### src/rtl/instr_encoder_loader.sv
// Loads RV32I lw/sw/R-type/beq words into imem from decoded fields.
// One command per two cycles: accept, then a single imem write.
module instr_encoder_loader #(
  parameter int ADDR_W    = 6,
  parameter int BASE_ADDR = 0
) (
  input  logic              clk,
  input  logic              rst,
  input  logic              start,
  input  logic              cmd_valid,
  output logic              cmd_ready,
  input  logic [1:0]        cmd_kind,
  input  logic [4:0]        cmd_rd,
  input  logic [4:0]        cmd_rs1,
  input  logic [4:0]        cmd_rs2,
  input  logic [2:0]        cmd_funct3,
  input  logic              cmd_funct7b5,
  input  logic [12:0]       cmd_imm,
  input  logic              cmd_last,
  output logic              imem_we,
  output logic [ADDR_W-1:0] imem_waddr,
  output logic [31:0]       imem_wdata,
  output logic              busy,
  output logic              done,
  output logic              full,
  output logic              err,
  output logic [ADDR_W:0]   count
);

  typedef enum logic [1:0] {
    IDLE,
    ACCEPT,
    WRITE,
    DONE
  } state_t;

  localparam logic [ADDR_W:0]   CAP  = {1'b1, {ADDR_W{1'b0}}};
  localparam logic [ADDR_W-1:0] BASE = ADDR_W'(BASE_ADDR);

  state_t state, state_nx;
  logic   last_q;
  logic   accept;
  logic   misal;
  logic [ADDR_W:0] count_inc;

  function automatic logic [31:0] encode(
    input logic [1:0]  kind,
    input logic [4:0]  rd,
    input logic [4:0]  rs1,
    input logic [4:0]  rs2,
    input logic [2:0]  f3,
    input logic        f7b5,
    input logic [12:0] imm
  );
    logic [31:0] w;
    unique case (kind)
      2'b00: w = {imm[11:0], rs1, f3, rd, 7'b0000011};
      2'b01: w = {imm[11:5], rs2, rs1, f3, imm[4:0], 7'b0100011};
      2'b10: w = {1'b0, f7b5, 5'b00000, rs2, rs1, f3, rd, 7'b0110011};
      2'b11: w = {imm[12], imm[10:5], rs2, rs1, f3,
                  imm[4:1], imm[11], 7'b1100011};
    endcase
    return w;
  endfunction

  assign cmd_ready = (state == ACCEPT);
  // A pending write is suppressed in the very cycle reset arrives.
  assign imem_we   = (state == WRITE) && !rst;
  assign busy      = (state == ACCEPT) || (state == WRITE);
  assign done      = (state == DONE);
  assign accept    = cmd_valid && cmd_ready;
  assign misal     = (cmd_kind == 2'b11) && cmd_imm[0];
  assign count_inc = count + 1'b1;

  always_comb begin
    state_nx = state;
    unique case (state)
      IDLE: begin
        if (start) state_nx = ACCEPT;
      end
      ACCEPT: begin
        if (accept) begin
          if (!misal)        state_nx = WRITE;
          else if (cmd_last) state_nx = DONE;
        end
      end
      WRITE: begin
        if (last_q || count_inc == CAP) state_nx = DONE;
        else                            state_nx = ACCEPT;
      end
      DONE: begin
        if (start) state_nx = ACCEPT;
      end
    endcase
  end

  always_ff @(posedge clk) begin
    if (rst) state <= IDLE;
    else     state <= state_nx;
  end

  always_ff @(posedge clk) begin
    if (rst) begin
      imem_waddr <= BASE;
      imem_wdata <= '0;
      count      <= '0;
      full       <= 1'b0;
      err        <= 1'b0;
      last_q     <= 1'b0;
    end else begin
      unique case (state)
        IDLE, DONE: begin
          if (start) begin
            imem_waddr <= BASE;
            count      <= '0;
            full       <= 1'b0;
            err        <= 1'b0;
          end
        end
        ACCEPT: begin
          if (accept) begin
            last_q <= cmd_last;
            if (misal) err <= 1'b1;
            else imem_wdata <= encode(cmd_kind, cmd_rd, cmd_rs1,
                                      cmd_rs2, cmd_funct3,
                                      cmd_funct7b5, cmd_imm);
          end
        end
        WRITE: begin
          imem_waddr <= imem_waddr + 1'b1;
          count      <= count_inc;
          if (count_inc == CAP) full <= 1'b1;
        end
      endcase
    end
  end

endmodule

### config.mk
export PLATFORM = sky130hd
export DESIGN_NAME = instr_encoder_loader
export DESIGN_NICKNAME = d
export VERILOG_FILES = /design/src/rtl/instr_encoder_loader.sv
export SDC_FILE = /design/constraint.sdc
export NUM_CORES = 1
export LEC_CHECK = 0
export ABC_AREA = 1
export CELL_PAD_IN_SITES_DETAIL_PLACEMENT = 1
export CELL_PAD_IN_SITES_GLOBAL_PLACEMENT = 1
export CORE_MARGIN = 1.5
export CORE_UTILIZATION = 26
export DETAILED_ROUTE_END_ITERATION = 10
export PLACE_DENSITY_LB_ADDON = 0.08
export SLEW_MARGIN = 20
export SYNTH_ARGS = -nofsm -noshare
export SYNTH_HDL_FRONTEND = slang
export SYNTH_SLANG_ARGS = --single-unit
### constraint.sdc
create_clock -name clk -period 1.74 [get_ports clk]
set_clock_uncertainty 0.15 [all_clocks]
set_input_delay 0.348 -clock clk [delete_from_list [all_inputs] [get_ports clk]]
set_output_delay 0.348 -clock clk [all_outputs]
set_load 0.02 [all_outputs]
==> metrics.md <==
| Metric | Value |
|---|---|
| Tot GR Track Use | 0.161 |
| CTS Buffer Depth | 2 |
| Final Cycle Share | 0.990 |
| Vias in the first global route | around 2.3k |
| Grt total ovfl | 0 |
| Initial antenna violation count | 0 |
| DR DRC count | 0 |
| Die Y | 92.7 um |
| Clk pin slew, worst setup/hold paths | 90 ps |
| IO Pins | 90 |
| Critical Path AT | 1770 ps |
| Clk_lat worst skew | around 300 ps |
| Rows | 32 |
| Fin. Hold Viols | 0 |
| TritonCTS buffer count | 5 |
| Drt wl/cell | ~14 um |
| Post-route ant nets | 0 |
| Crit end category | register |
| Register bit total from synthesis | 47 |
| Layout cells sized above 1 | 0.251 |
| Via count | around 2.3k |
| H-tree depth | 2 |
| Total wire length | 7020 um |
| Pre-Repair DR Iteration Count | 4 |
| RSZ-0062 raised after global routing | yes |
| RR Startpoint | state[0] |
| Crit path kind | register to register |
| Total power | 4.10 mW |
| Cells after synthesis | 278 |
| Worst Min Path Start | full |
| Max cap viols | 0 |
| Fmax | 581 MHz |
| Root Driver | clkbuf_8 |
| Setup slack after layout | 17.8 ps |
| Total clock sinks | 47 |
| LEAKAGE | between 1.5 and 2 nW |
| Antenna cells | 0 |
| DP HPWL | 5020 um |
| Fin util | 0.471 |
| Status | completed |
| First-pass GRT wire length | 10900 um |
| Initial DRC Count | 65 |
| Peak supply drop | 463 uV |
| Max-slew violation count | 0 |
| Area grow syn2layout | 74.8% |
| Synth unique cells | 30 |
| Port bufs | 87 |
| Final TNS setup | 0 ps |
| Number of fill cells | 945 |
| Fin nets | 449 |
| Mapped Area | 2090 um2 |
| Worst slack, placed | -391 ps |
| Die Wd | ~90 um |
| Worst setup SP type | register |
| WP data required | between 1500 and 2000 ps |
| R2R setup slack | 20 ps |
| Critical path launch point | state[0] |
| Yosys warns | 0 |
| Synth Area per Inst | ~7.5 um2 |
| Worst Hold Slack | 300 ps |
| Most common cell after layout, fill and taps aside | dlygate4sd2_1 |
| Drt via density | 4.52 |
| Largest net degree at the start of global routing | 22 |
| Crit path time final | 1720 ps |
| Starting Density | 0.269 |
| Worst Hold Class | register to register |
| Core Region | 7770 um2 |
| GPL Wtd Cong | around 0.77 |
| Commonest non-fill, non-tap cells in the layout | 45 x dlygate4sd2_1, 44 x dfxtp_1, 43 x nand2_1, 38 x clkdlybuf4s50_1, 38 x buf_4 |
| Die Footprint | 8600 um2 |
| Part of the Yosys area used for sequential elements | 0.449 |
| Pwr Density | 1120 nW/um2 |
| CTS tree | built |
| Crit Path Max Fanout | 6 |
| Setup-failing EPs final | 0 |
[per-stage QoR]
step	instances	instance area [um2]
global route	508	3660
floorplan	279	2100
finish	508	3660
global placement	491	3320
CTS	500	3460
detailed placement	491	3320
[state kept, by name (all words and copies together), names as in the netlist]
signal	cells
imem_wdata	29
count	7
imem_waddr	6
state	2
err	1
full	1
last_q	1
[critical path: stages (launching register included)]
cell     delay, ps
dfxtp_2        340
inv_2           50
ha_4           240
inv_2           60
buf_6          100
nor2_4          40
nor2_4         160
nand4_1        160
nor2_2         140
xnor2_1        120
nor2_1          50
[cells by family after synthesis]
group	synth area share
buf+inv	0.0879
simple gates	0.228
fa+ha+maj	0.0299
xor+xnor	0.00837
compound gates	0.194
flops	0.449
other cells	0.00179
[cell type report]
class,instances,area (um2),area share
Tap cell,102,128,0.0349
Inverter,29,119,0.0325
Multi-Input combinational cell,190,1100,0.301
Clock inverter,2,60.1,0.0164
Clock buffer,6,72.6,0.0198
Timing Repair Buffer,132,1240,0.338
Sequential cell,47,945,0.258
[path summary, 6_finish.rpt]
| check | cells past startpoint | endpoint |
|---|---|---|
| max | 10 | imem_waddr[5] |
| min reg2reg | 2 | full |
| max reg2reg | 10 | imem_waddr[5] |
| min | 2 | full |
[metal layers]
layer,vias up,share of wire,GRT usage
met5,-,0,0
met3,5,0.050,0.0443
met1,1071,0.43,0.183
met2,50,0.51,0.289
met4,0,0.0090,0.0492
li1,1171,-,-
[what timing repair did]
action                     in CTS  in global routing
pin swaps                       2                  3
gates resized for setup        87                 41
setup endpoints to repair      94                 37
gates cloned                    0                  3
buffers inserted                1                  5
hold buffers                    0                  0
hold endpoints to repair        0                  0
[power by group]
| group | switching (mW) | total [mW] | internal (mW) |
|---|---|---|---|
| registers | 0.0924 | 1.32 | 1.23 |
| clock network | 0.389 | 0.964 | 0.575 |
| logic | 0.949 | 1.82 | 0.867 |
| total | 1.43 | 4.10 | 2.67 |
[cell usage after synthesis]
cell	instances	area, um2
nor2_1	37	139
xnor2_1	1	8.76
dfxtp_1	47	941
nor3_1	1	5.00
a221oi_2	1	15.0
o31ai_1	1	7.51
o21bai_1	2	15.0
a221oi_1	2	17.5
a31oi_1	9	56.3
clkbuf_1	5	18.8
nand2_1	47	176
a211oi_1	4	30.0
nand2_2	1	6.26
buf_2	3	15.0
o21ai_0	33	165
ha_1	5	62.6
buf_4	4	30.0
xor2_1	1	8.76
conb_1	1	3.75
o21ai_2	1	8.76
inv_2	2	7.51
nand2_4	1	11.3
nor3b_1	2	15.0
a21oi_1	17	85.1
o22ai_1	1	6.26
nor2_4	3	33.8
nand4_1	1	6.26
inv_1	27	101
nand3_1	17	85.1
buf_6	1	11.3
No activity file was read; power rests on OpenSTA's default activity.
==> patch 1: new RTL, same flow settings <==
Set the parameter `ADDR_W` to 4 (it was 6).
--- a/src/rtl/instr_encoder_loader.sv
+++ b/src/rtl/instr_encoder_loader.sv
@@ -3,3 +3,3 @@
 module instr_encoder_loader #(
-  parameter int ADDR_W    = 6,
+  parameter int ADDR_W    = 4,
   parameter int BASE_ADDR = 0
Interface: changed (resized count and imem_waddr); port bits go from 90 to 86. The function was not compared with the original's and may differ.
==> patch 1 against the unedited design <==
  * Area after synthesis decreased by 8.8%
  * Wire length decreased by 19%
  * Worst hold slack improved by 0.0041 ns
  * Cell area decreased by 14%
  * Sequential share of layout area increased by 1.6 points
  * Clock power decreased by 36%
  * Worst setup slack improved by 0.047 ns
  * Total power decreased by 20%
  * Largest cell class unchanged
  * Sequential cell count decreased by 4
==> patch 1: results <==
group,metric,value,unit
clock_network,clock-root-buffer,"clkbuf_8",
yosys,post_synth_main_area_contributors,"dfxtp_1 45%, nand2_1 9.2%, nor2_1 5.9%, a21oi_1 5.0%, o21ai_0 4.7%",
setup_path,reg2reg_slack,0.10,ns
yosys,yosys-top-cells-count,"47 x nand2_1, 43 x dfxtp_1, 30 x nor2_1",
finish,drive_gt1_share,18.5,%
clock_network,cts.htree.levels,2,
placed_design,last_weighted_congestion_value_of_the_routability_driven_placer,0.790,
routing,drt-total-wl,5710,µm
setup_path,critPathArrivalTime,1.18,ns
yosys,most_used_dff_post_synth,"dfxtp_1",
routing,drt_first_pass_iters,3,
finish,insertedDiodeCount,0,
finish,fillerInstances,884,
clock_network,clkLatencyLatePin,0.28,ns
clock_network,postCtsSetupBuffers,0,
setup_path,cp_max_fo,2,
grt,grt_antenna_before_repair,0,
placed_design,dpl.hpwl,4520,µm
placed_design,placement.setup.worst_slack,-0.316,ns
finish,layout_top_registers,"imem_wdata (29), count (5), imem_waddr (4)",
setup_path,r2r_start,"state[0]",
routing,routed-via-count,2016,
grt,grt_pass1_wl,9090,µm
clock_network,cts.path.max_buffers,2,
power,power.static_leakage,1.59,nW
setup_path,r2r-end,"count[3]",
yosys,yosysWarnings,0,
placed_design,io_buffers,83,
hold_path,hp-class,"reg -> reg",
yosys,sequential_area_share_after_synthesis,45.1,%
timing,min_period,1.67,ns
finish,finalNetCount,405,
routing,drt-initial-drc-count,33,
power,switching_share,36.7,%
power,ir_worst_vdd,0.000349,V
setup_path,setup.worst_path.end,"imem_we",
setup_path,cp_slowest_cell,"dfxtp_2",
clock_network,cts_bufs_inserted,5,
yosys,ys_types,31,
yosys,synth_async_sr_flop_share,0,%
setup_path,criticalPathCategory,"reg -> out",
setup_path,reg2regPathDepth,9,
grt,globalRouteTotalUtil,14.7,%
clock_network,cts.reportedPaths.clkPinSlew,0.08,ns
setup_path,max_stage_delay,0.34,ns
grt,grt_max_degree,18,
run_status,outcome,"completed",
setup_path,crit_family,"flip-flops",
-- patch 1: per-layer routing --
| layer | track usage [%] | wire, µm | vias to the layer above |
|---|---|---|---|
| met1 | 18.0 | 2430 | 927 |
| met3 | 4.48 | 328 | 2 |
| met5 | 0 | 0 | - |
| met4 | 2.56 | 17 | 0 |
| li1 | - | - | 1043 |
| met2 | 25.8 | 2930 | 44 |
-- patch 1: metrics by stage --
| step | hold slack, ns | instances | setup TNS (ns) | utilization (%) | area, µm² |
|---|---|---|---|---|---|
| 2_1_floorplan | 0.267 | 249 | 0 | - | 1910 |
| 3_3_place_gp | 0.294 | 453 | -2.49 | 42.5 | 3050 |
| 3_5_place_dp | 0.296 | 453 | -3.29 | 42.5 | 3050 |
| 4_1_cts | 0.309 | 461 | 0 | 42.9 | 3080 |
| 5_1_grt | 0.339 | 461 | -0.0325 | 43.9 | 3150 |
| 6_report | 0.305 | 461 | 0 | 43.9 | 3150 |
-- patch 1: worst min path at each step --
stage / depth (start not counted) / slack [ns] / from / end
finish: 2 / 0.30 / last_q / last_q
global route: 2 / 0.34 / imem_wdata[29] / imem_wdata[29]
CTS: 2 / 0.31 / last_q / last_q
detailed placement: 2 / 0.30 / last_q / last_q
global placement: 2 / 0.29 / last_q / last_q
floorplan: 1 / 0.27 / rst / imem_wdata[4]
-- patch 1: timing repair --
action                                  CTS  global route
endpoints found under the setup margin   40            39
hold endpoints to repair                  0             0
pin swaps                                 1             1
hold buffers                              0             0
resized for setup                        48            26
-- patch 1: cell type report --
class                      instances  share of cell area, %
sequential                        43                   27.4
multi-input combinational        172                   29.2
inverter                          21                   2.66
clock inverter                     1                  0.159
clock buffer                       7                   2.42
tap                               99                   3.93
timing repair buffer             118                   34.2
-- patch 1: power groups by stage --
stage	Sequential (mW)	Clock [mW]	Combinational (mW)
after floorplan	1.38	0	0.584
after CTS	1.22	0.653	1.41
after detailed placement	1.24	0	1.49
final	1.22	0.615	1.44
after global routing	1.24	0.687	1.59
after global placement	1.24	0	1.46
-- patch 1: cell families (layout without fill, tap and decap cells) --
| family | count (synthesis) | in the layout | synth area share, % |
|---|---|---|---|
| AOI/OAI and AO/OA | 65 | 65 | 18.5 |
| and+or+nand+nor | 99 | 99 | 23.0 |
| adders and majority gates | 5 | 5 | 3.28 |
| buffers and inverters | 34 | 147 | 9.44 |
| xor gates and xnor gates | 1 | 1 | 0.459 |
| DFF | 43 | 43 | 45.1 |
| other | 1 | 2 | 0.196 |
-- patch 1: worst reg2reg max path: cells and delay by family, from the launching register on --
kind	cells	cell delay [ns]
buffers and inverters	4	0.48
AO/OA/AOI/OAI	2	0.21
adder cells (fa/ha/maj)	1	0.27
flip-flops	1	0.34
AND/OR/NAND/NOR	2	0.12
==> patch 2: new RTL, config.mk and constraints unchanged <==
Made on the original files. Reset style: asynchronous (`rst`), changed in 2 clocked blocks.
--- a/src/rtl/instr_encoder_loader.sv
+++ b/src/rtl/instr_encoder_loader.sv
@@ -96,3 +96,3 @@
 
-  always_ff @(posedge clk) begin
+  always_ff @(posedge clk or posedge rst) begin
     if (rst) state <= IDLE;
@@ -101,3 +101,3 @@
 
-  always_ff @(posedge clk) begin
+  always_ff @(posedge clk or posedge rst) begin
     if (rst) begin
Behaviour: differs if rst is asserted again (counterexample within 4 cycles, from zero or initial values and one cycle with rst high); with rst held inactive, the same outputs for 10 cycles.
==> patch 2 against the unedited design <==
  * Cell area grew 1.2%
  * Sequential cell count stayed put
  * Count of clock-buffer cells in the layout is the same
  * Wire length fell by 9.0%
  * Final cell count rose by 0.59%
  * Area after synthesis increased by 9.6%
  * Non-clock buffer count decreased by 3
  * Core utilization shrank 4.2 points
  * Worst setup slack improved by 0.00070 ns
  * Total power increased by 36%
  * First-iteration DRC count down 14%
  * Sequential power increased by 32%
==> patch 2: results <==
group,metric,value,unit
run_status,outcome,"completed",
finish,finalNetCount,447,
yosys,synthesis.area_per_instance,8.25,µm²
yosys,sequential_area_share_after_synthesis,51.3,%
yosys,post_synth_main_area_contributors,"dfrtp_1 51%, nand2_1 15%, o21ai_0 7.2%, inv_1 4.6%, nand3_1 2.8%",
clock_network,cts_resized,77,
grt,globalRouteTotalUtil,14.6,%
finish,fillerInstances,1038,
yosys,synth_async_sr_flop_share,100,%
routing,remaining_drc_errors,0,
placed_design,dpl.cell_count,497,
placed_design,dpl.hpwl,4930,µm
yosys,yosys-top-cells-count,"91 x nand2_1, 47 x dfrtp_1, 33 x o21ai_0",
setup_path,cp_max_fo,5,
setup_path,crit_family,"flip-flops",
setup_path,timing.critical_path.from,"state[1]",
setup_path,max_stage_delay,0.46,ns
routing,route.detailed.wl_per_inst,12.5,µm
hold_path,min_delay_worst_endpoint,"imem_wdata[15]",
setup_path,r2r-end,"count[3]",
yosys,ys_types,33,
power,power.static_leakage,1.92,nW
routing,routed-via-count,2245,
die,fp.dieArea,0.00939,mm²
placed_design,last_weighted_congestion_value_of_the_routability_driven_placer,0.805,
routing,drt-initial-drc-count,56,
clock_network,postCtsSetupBuffers,2,
setup_path,reg2regPathDepth,6,
hold_path,hold_start,"imem_wdata[15]",
yosys,yosys.area.top_type_share,51.3,%
grt,grt_antenna_before_repair,0,
timing,final.hold.worst_slack,0.332,ns
==> patch 2: cell types whose count changed after synthesis, moves of 4 or more <==
cell	before	now
a211oi_1	4	0
a21oi_1	17	8
nand2_1	47	91
clkbuf_1	5	1
nor2_1	37	14
dfxtp_1	47	0
nand3_1	17	13
a31oi_1	9	3
dfrtp_1	0	47
==> patch 2: metal layers <==
metal	part of all wire, %	wire length, µm	track usage, %
met3	7.2	462	4.62
met5	0	0	0
met1	42	2660	16.4
met2	50	3170	26.2
met4	1.5	95	4.12
==> patch 2: cell families after synthesis <==
kind of cell / share of synthesized area, %
xor gates and xnor gates: 0.382
buffers and inverters: 9.06
DFF: 51.3
other: 0.164
adders and majority gates: 2.73
and+or+nand+nor: 23.3
AOI/OAI and AO/OA: 13.1
==> patch 2: cell type report <==
class	instances	area, µm²	area share, %
Multi-Input combinational cell	188	1010	27.2
Inverter	32	128	3.44
Timing Repair Buffer	129	1170	31.5
Clock inverter	1	5.00	0.135
Clock buffer	6	82.6	2.23
Sequential cell	47	1180	31.8
Tap cell	108	135	3.65
==> patch 2: metrics by stage <==
stage	power, mW	utilization, %	setup WS (ns)	cell area [µm²]	setup TNS, ns
3_5_place_dp	4.91	40.7	-0.248	3520	-3.31
5_1_grt	6.06	42.9	-0.0931	3700	-0.282
3_3_place_gp	4.87	40.7	-0.232	3520	-1.75
4_1_cts	5.46	41.6	0.000679	3590	0
2_1_floorplan	3.32	-	0.0213	2310	0
6_report	5.59	42.9	0.0185	3700	0
==> patch 2: where the power goes <==
| part | switching (mW) | internal (mW) |
|---|---|---|
| registers | 0.245 | 1.50 |
| logic | 1.72 | 1.45 |
| clock network | 0.359 | 0.312 |
